===== src/rtl/cache_wb_buffer_pkg.sv =====
// Shared cache definitions for the writeback buffer.
// Line geometry and the queued writeback entry layout.
package cache_wb_buffer_pkg;

  localparam int WB_LINE_SIZE       = 16;
  localparam int WB_LINE_ADDR_WIDTH = 26;
  localparam int WB_LINE_WIDTH      = WB_LINE_SIZE * 8;

  typedef struct packed {
    logic [WB_LINE_ADDR_WIDTH-1:0] addr;
    logic [WB_LINE_WIDTH-1:0]      data;
    logic [WB_LINE_SIZE-1:0]       byteen;
  } wb_entry_t;

endpackage


===== src/rtl/cache_wb_fifo_ctrl.sv =====
// Writeback FIFO bookkeeping: pointers, occupancy,
// full/empty flags and the per-entry valid vector.
module cache_wb_fifo_ctrl #(
  parameter int DEPTH = 4,
  localparam int PW   = $clog2(DEPTH)
) (
  input  logic             clk,
  input  logic             reset,
  input  logic             i_push,
  input  logic             i_pop,
  output logic [PW-1:0]    o_wr_ptr,
  output logic [PW-1:0]    o_rd_ptr,
  output logic [DEPTH-1:0] o_valid,
  output logic             o_empty,
  output logic             o_full
);

  localparam logic [PW:0] CNT_FULL = DEPTH[PW:0];

  logic [PW-1:0]    r_wr_ptr;
  logic [PW-1:0]    r_rd_ptr;
  logic [PW:0]      r_count;
  logic [DEPTH-1:0] r_valid;
  logic [DEPTH-1:0] w_valid_nxt;

  always_comb begin
    w_valid_nxt = r_valid;
    if (i_pop)  w_valid_nxt[r_rd_ptr] = 1'b0;
    if (i_push) w_valid_nxt[r_wr_ptr] = 1'b1;
  end

  // DEPTH is a power of two, so pointers wrap by overflow.
  always_ff @(posedge clk) begin
    if (!reset) begin
      r_wr_ptr <= '0;
      r_rd_ptr <= '0;
      r_count  <= '0;
      r_valid  <= '0;
    end else begin
      r_valid <= w_valid_nxt;
      if (i_push) r_wr_ptr <= r_wr_ptr + 1'b1;
      if (i_pop)  r_rd_ptr <= r_rd_ptr + 1'b1;
      unique case ({i_push, i_pop})
        2'b10:   r_count <= r_count + 1'b1;
        2'b01:   r_count <= r_count - 1'b1;
        default: r_count <= r_count;
      endcase
    end
  end

  assign o_wr_ptr = r_wr_ptr;
  assign o_rd_ptr = r_rd_ptr;
  assign o_valid  = r_valid;
  assign o_empty  = (r_count == '0);
  assign o_full   = (r_count == CNT_FULL);

  a_count_bound: assert property (
    @(posedge clk) disable iff (!reset)
    r_count <= CNT_FULL);

endmodule


===== src/rtl/cache_wb_buffer.sv =====
// Cache bank writeback buffer: queues dirty victims, drains
// them to memory in order, and flags read-after-evict hits.
module cache_wb_buffer
  import cache_wb_buffer_pkg::*;
#(
  parameter int LINE_SIZE       = WB_LINE_SIZE,
  parameter int LINE_ADDR_WIDTH = WB_LINE_ADDR_WIDTH,
  parameter int DEPTH           = 4,
  parameter int DIRTY_BYTES     = 0,
  parameter int BANK_ID         = 0,
  localparam int LW             = LINE_SIZE * 8,
  localparam int PW             = $clog2(DEPTH)
) (
  input  logic                       clk,
  input  logic                       reset,
  input  logic                       evict_valid,
  output logic                       evict_ready,
  input  logic [LINE_ADDR_WIDTH-1:0] evict_addr,
  input  logic [LW-1:0]              evict_data,
  input  logic [LINE_SIZE-1:0]       evict_byteen,
  output logic                       mem_req_valid,
  input  logic                       mem_req_ready,
  output logic [LINE_ADDR_WIDTH-1:0] mem_req_addr,
  output logic [LW-1:0]              mem_req_data,
  output logic [LINE_SIZE-1:0]       mem_req_byteen,
  input  logic [LINE_ADDR_WIDTH-1:0] lookup_addr,
  output logic                       lookup_hit,
  output logic                       empty,
  output logic                       full
);

  if (LINE_SIZE != WB_LINE_SIZE ||
      LINE_ADDR_WIDTH != WB_LINE_ADDR_WIDTH ||
      DEPTH < 2 || (DEPTH & (DEPTH - 1)) != 0 ||
      BANK_ID < 0) begin : g_bad_cfg
    $error("cache_wb_buffer: unsupported geometry");
  end

  wb_entry_t        r_mem [DEPTH];
  wb_entry_t        w_in;
  wb_entry_t        w_head;
  logic             w_push;
  logic             w_pop;
  logic             w_dirty;
  logic [PW-1:0]    w_wr_ptr;
  logic [PW-1:0]    w_rd_ptr;
  logic [DEPTH-1:0] w_valid;
  logic             w_empty;
  logic             w_full;

  cache_wb_fifo_ctrl #(.DEPTH(DEPTH)) u_ctrl (
    .clk      (clk),
    .reset    (reset),
    .i_push   (w_push),
    .i_pop    (w_pop),
    .o_wr_ptr (w_wr_ptr),
    .o_rd_ptr (w_rd_ptr),
    .o_valid  (w_valid),
    .o_empty  (w_empty),
    .o_full   (w_full)
  );

  // A clean victim still handshakes; it is simply not stored.
  assign w_dirty     = (DIRTY_BYTES == 0) || (|evict_byteen);
  assign evict_ready = !w_full;
  assign w_push      = evict_valid && evict_ready && w_dirty;
  assign w_pop       = mem_req_valid && mem_req_ready;

  always_comb begin
    w_in.addr   = evict_addr;
    w_in.data   = evict_data;
    w_in.byteen = (DIRTY_BYTES == 0) ? '1 : evict_byteen;
  end

  always_ff @(posedge clk) begin
    if (!reset) begin
      for (int i = 0; i < DEPTH; i++) r_mem[i] <= '0;
    end else if (w_push) begin
      r_mem[w_wr_ptr] <= w_in;
    end
  end

  assign w_head         = r_mem[w_rd_ptr];
  assign mem_req_valid  = !w_empty;
  assign mem_req_addr   = w_head.addr;
  assign mem_req_data   = w_head.data;
  assign mem_req_byteen = w_head.byteen;
  assign empty          = w_empty;
  assign full           = w_full;

  always_comb begin
    lookup_hit = 1'b0;
    for (int i = 0; i < DEPTH; i++) begin
      if (w_valid[i] && r_mem[i].addr == lookup_addr)
        lookup_hit = 1'b1;
    end
  end

  a_no_enq_full: assert property (
    @(posedge clk) disable iff (!reset)
    w_full |-> !w_push);

  a_req_stable: assert property (
    @(posedge clk) disable iff (!reset)
    mem_req_valid && !mem_req_ready |=>
      mem_req_valid &&
      $stable({mem_req_addr, mem_req_data, mem_req_byteen}));

`ifdef DBG_TRACE_CACHE
  always_ff @(posedge clk) begin
    if (reset && w_push)
      $display("wb%0d enq addr=%h be=%h",
               BANK_ID, w_in.addr, w_in.byteen);
    if (reset && w_pop)
      $display("wb%0d deq addr=%h be=%h",
               BANK_ID, mem_req_addr, mem_req_byteen);
  end
`endif

endmodule


===== config.mk =====
export PLATFORM = sky130hd
export DESIGN_NAME = cache_wb_buffer
export DESIGN_NICKNAME = d
export VERILOG_FILES = /design/src/rtl/cache_wb_buffer_pkg.sv /design/src/rtl/cache_wb_fifo_ctrl.sv /design/src/rtl/cache_wb_buffer.sv
export SDC_FILE = /design/constraint.sdc
export NUM_CORES = 1
export LEC_CHECK = 0
export ABC_AREA = 1
export CORE_MARGIN = 3
export CORE_UTILIZATION = 55
export CTS_BUF_LIST = sky130_fd_sc_hd__clkbuf_4 sky130_fd_sc_hd__clkbuf_8
export DETAILED_ROUTE_END_ITERATION = 8
export DONT_BUFFER_PORTS = 1
export PLACE_DENSITY = 0.7
export SYNTH_ARGS = -nofsm -noshare
export SYNTH_HDL_FRONTEND = slang
export SYNTH_SLANG_ARGS = --single-unit

===== constraint.sdc =====
create_clock -name clk -period 38.6 [get_ports clk]
set_input_delay 5.79 -clock clk [delete_from_list [all_inputs] [get_ports clk]]
set_output_delay 5.79 -clock clk [all_outputs]
set_load 0.02 [all_outputs]

; Word-level counts from Yosys, hierarchy flattened
; Memories as Yosys holds them, arrays and structs flattened. A register that Yosys moved wholly into a read port is not among the register bits.
; Cells that the tools add are included.
[word_totals]
n_memories = 1
elab_cells = 56
mem_bits_rw = 680
out_inout_bits = 175
reg_bits = 11
[mem_list]
columns = name, depth, word_bits, rd, rd_clocked_by_memory_dff, write_ports, line_no
row1 = r_mem, 4, 170, 5, 1, 4, cache_wb_buffer.sv:39  ; wb_entry_t r_mem [DEPTH];
[op_classes]
n_bitwise = 3
mux = 20
magnitude_cmp = 4
eq_ne = 7
addsub = 4
n_reduce_logical = 13
[op_table]
columns = operator, count
row1 = $mux 170, 1
row2 = $reduce_or 170->1, 1
row3 = $eq 26x26->1, 4
row4 = $mux 1, 11
row5 = $logic_and 1x1->1, 8
row6 = $mux 4, 2
row7 = $lt 2x3->1 const B, 2
row8 = $mux 2, 3
row9 = $pmux 3 s2, 1
row10 = $add 2x1->2 const B, 2
row11 = $and 4x4->4, 1
row12 = $demux 1 s2, 2
row13 = $ge 2x1->1 const B, 2
row14 = $not 4->4, 1
row15 = $or 4x4->4, 1
row16 = $add 3x1->3 const B, 1
row17 = $eq 3x3->1 const B, 1
row18 = $logic_not 3->1, 1
row19 = $sub 3x1->3 const B, 1
row20 = $eq 2x1->1 const B, 1
row21 = $eq 2x2->1 const B, 1
row22 = $logic_not 1->1, 2
row23 = $reduce_bool 2->1, 1

; Logic depth before layout (Yosys ltp)
[depth]
ltp_word = 9
depth_mapped = 11

; Modules after synthesis
; Synthesis repeated with hierarchy kept, for this count alone.
[hier_totals]
cells_unflattened = 2883
area_unflattened_um2 = 28652.5
[modules_own_cells]
columns = mod, area_each_um2, instances, seq_area_each_um2, cells_per_inst
row1 = cache_wb_buffer, 28071.9, 1, 18617.9, 2811
row2 = cache_wb_fifo_ctrl, 580.6, 1, 220.2, 72

; Worst setup path after synthesis
; Ideal clock, no wire load.
[synth_timing]
path_type = input -> register
startpoint = input port evict_valid
endpoint = memory r_mem[3][100] in the netlist's numbering, enable pin
path_stages = 4
setup_slack_ps = 20409
t_required_ps = 37704
arrival_time_ps = 17294
path_cell_list = inv_1 nor2_2 inv_1 o31ai_1
[synth_lines]
columns = element, line_no
row1 = from (decl), cache_wb_buffer.sv:16  ; input logic evict_valid,
row2 = to (decl), cache_wb_buffer.sv:39

; Worst setup path in the final report
[layout_timing]
startpoint = input port lookup_addr[17]
endpoint = output port lookup_hit
[layout_via]
elab_chain_cells = 6
elab_cells_between_ends = 12
classes_between = eq/ne (4) / mux (4) / reduce/logical (4)
[layout_lines]
columns = element, line_no
row1 = from (decl), cache_wb_buffer.sv:26  ; input logic [LINE_ADDR_WIDTH-1:0] lookup_addr,
row2 = $eq 26x26->1, cache_wb_buffer.sv:94  ; if (w_valid[i] && r_mem[i].addr == lookup_addr)
row3 = $logic_and 1x1->1, cache_wb_buffer.sv:94
row4 = $mux 1 (3 in series), cache_wb_buffer.sv:94
row5 = $mux 1 *, cache_wb_buffer.sv:94
row6 = to (decl), cache_wb_buffer.sv:27  ; output logic lookup_hit,
; Every way passes the cells marked *; elsewhere a longest branch is shown, timed or not.

==> out/metrics.yaml <==
status: "finished clean"
core_um2: 51500
yosys.area.top_type: "edfxtp_1"
ir_drop_mv: 0.0398
rows: 83
grt_pass1_vias: 19800
slowest_stage: "a21boi_0"
layout_commonest_cell: "nor2_1"
drv_slew: 0
ant_nets: 0
antenna_found_initial: 6
nets: 3017
grt_use_met1_pct: 34.3
crit_fanout: 6
path_cells: "inv_1 -> a21boi_0 -> nand2_1 -> nor2_1 -> nand3_1 -> nor2_1 -> nor2_1 -> nand2_1"
synthDistinctLibCells: 26
rsz0062_at_grt: "no"
p_leak_uw: 0.0126
routabilityCongestion: 0.939
relSlewSlack_pct: 23.7
preCtsSetupSlack_ns: 26.00
r2r_end: "r_mem[0][139]"
grt_pass1_wl_um: 115000
dp_hpwl_um: 42600
vias: 20400
yosys.area_share.simple_pct: 15.9
postCtsHoldBufs: 0
viasPerCell: 5.71
arrival_ns: 6.86
fp.dieArea_um2: 55100
first_pass_iters: 5
fmax_mhz: 79.1
clock-sinks: 633
final_cell_mix: "nor2_1, edfxtp_1, o21ai_0"
layout_setup_ws_ns: 25.95
cpMostUsedCell: "nor2_1"
worst-setup-path-type: "input pin to output pin"
syn_to_final_growth_pct: 6.98
cp-end-kind: "output pin"
syn_area_um2: 28800
nFillCells: 4280
synth_top_family_by_area: "simple AND/OR/NAND/NOR gates"
cts_resized: 0
worst_pin_slew_ns: 1.14
finalCritPeriodShare_pct: 32.8
synth_compound_area_share_pct: 9.87
p_sw_share_pct: 37.6
register_area_um2: 18900
power_density_nw_per_um2: 64.3
ff2ff_path_depth: 7
insertion_delay_ns: 0.70
fp.dieW_um: 235
synthCells: 2866
required_ns: 32.81
io_pins: 375
wl_per_cell_um: 21.3
p_int_uw: 1240
yosys.area_share.xor_xnor_pct: 0.760
post-cts-setup-buffers: 0
drive_above_1_share_pct: 6.85
rrSetupSlack_ns: 34.65
clockRootBuffer: "clkbuf_8"
initial_core_util_pct: 55.9
finalSetupViolCount: 0
finalPower_uw: 1980
fp.dieH_um: 235
yosysTopAreaCellShare_pct: 64.6
hold_start: "u_ctrl.r_count[2]"
grt_usage_pct: 26.8
maxCapViolations: 0
gr-total-overflow: 0
drc: 0
min_to: "u_ctrl.r_count[2]"
grt_max_degree: 139
grt-busiest-layer: "met2"
multiInputGateArea_um2: 7860
hold_class: "flop to flop"
start_kind: "input pin"
combinationalPowerShare_pct: 28.0
htreeDepth: 3
yosys-top-cells-area: "edfxtp_1, nor2_1, o21ai_0, inv_1, nand2_1"
syn_area_per_cell_um2: 10.0
p_switching_uw: 745
seq_power_share_pct: 43.7
cpPeakStageDelay_ns: 0.31
synth_fa_ha_area_share_pct: 0.461
ys_seq_area_share_pct: 65.5
syn_nets: 3076
p_clk_share_pct: 28.3
wl_um: 76200
met3_usage_pct: 8.08
muxShareOfSynthArea_pct: 0
use_met2_pct: 43.1
final_hold_viol_count: 0
clk_pin_slew_ns: 0.06
drt_iter0_markers: 2175
cts_tree: "yes"
fin_crit_ns: 12.65
cts_buffer_depth: 3
numCtsBuffers: 103
tns_ns: 0
ys_ff_latch: 633
numPortBuffers: 0
skew_ns: 0.0391
r2r-start: "u_ctrl.r_count[1]"
holdPathStages: 2
yosys_warnings: 0
-- synth_stat cells --
| master | n |
|---|---|
| buf_2 | 35 |
| a21boi_0 | 2 |
| a21oi_1 | 67 |
| inv_2 | 2 |
| nand3_1 | 5 |
| dfxtp_1 | 13 |
| ha_1 | 9 |
| edfxtp_1 | 620 |
| inv_1 | 265 |
| nor2_1 | 953 |
| o22ai_1 | 135 |
| o31ai_1 | 1 |
| o21bai_1 | 1 |
| buf_6 | 41 |
| buf_1 | 3 |
| nor2_2 | 1 |
| fa_1 | 1 |
| xnor2_1 | 21 |
| nor3_4 | 1 |
| clkbuf_1 | 87 |
| a32o_1 | 4 |
| o21ai_0 | 318 |
| nand2_1 | 253 |
| buf_4 | 22 |
| nand4_1 | 2 |
| xor2_1 | 4 |
-- logic make-up (layout without fill, tap and decap cells) --
kind of cell	count (synthesis)	after routing
flip-flops	633	633
other	0	2
XOR/XNOR	25	25
buffers and inverters	455	481
AND/OR/NAND/NOR	1215	1215
AO/OA/AOI/OAI	528	528
adder cells (fa/ha/maj)	10	10
-- flip-flops by register name (all words and copies together) (netlist names), named ones only --
| register | cells |
|---|---|
| r_mem | 620 |
| u_ctrl.o_rd_ptr | 2 |
| u_ctrl.o_valid | 4 |
| u_ctrl.r_count | 3 |
| u_ctrl.o_wr_ptr | 2 |
-- layout make-up --
| type | count | share of cell area [%] |
|---|---|---|
| sequential | 633 | 61.3 |
| multi-input combinational | 1778 | 25.5 |
| clock buffer | 143 | 5.66 |
| inverter | 267 | 3.29 |
| tap | 680 | 2.76 |
| clock inverter | 47 | 0.808 |
| timing repair buffer | 24 | 0.666 |
| antenna | 2 | 0.0162 |
-- worst max-delay path: cells and delay by family --
family / cells / cell delay [ns]
buffers and inverters: 1 / 0.06
AND/OR/NAND/NOR: 6 / 0.69
AO/OA/AOI/OAI: 1 / 0.31
-- power by group through the flow --
| stage | Combinational (uW) | Sequential, uW | Clock, uW |
|---|---|---|---|
| floorplan | 444 | 866 | 0 |
| global placement | 542 | 877 | 0 |
| detailed placement | 555 | 880 | 0 |
| CTS | 556 | 866 | 570 |
| global route | 598 | 872 | 601 |
| finish | 555 | 866 | 561 |
-- per-stage QoR --
| stage | hold slack (ns) | cell area, um^2 | utilization, % | std cells |
|---|---|---|---|---|
| after floorplan | 0.471 | 28800 | - | 2866 |
| after global placement | 0.484 | 28800 | 55.9 | 3382 |
| after detailed placement | 0.496 | 28800 | 55.9 | 3382 |
| after CTS | 0.503 | 30800 | 59.8 | 3572 |
| after global routing | 0.525 | 30800 | 59.8 | 3574 |
| final | 0.514 | 30800 | 59.8 | 3574 |
-- metal layers --
| layer | wire length [um] | vias to the layer above | share of wire, % |
|---|---|---|---|
| met3 | 8010 | 143 | 11 |
| met2 | 37000 | 972 | 49 |
| met4 | 2380 | 8 | 3.1 |
| met1 | 28800 | 9839 | 38 |
| met5 | 55 | - | 0.072 |
| li1 | - | 9442 | - |
-- how the worst max path moves through the flow --
stage	depth (start not counted)	start	end	slack, ns
finish	8	lookup_addr[17]	lookup_hit	25.95
global route	8	lookup_addr[17]	lookup_hit	25.86
global placement	8	lookup_addr[17]	lookup_hit	26.00
detailed placement	8	lookup_addr[17]	lookup_hit	26.00
CTS	8	lookup_addr[17]	lookup_hit	26.00
floorplan	4	evict_valid	r_mem[3][100]	20.41
No activity file was read; power rests on OpenSTA's default activity.
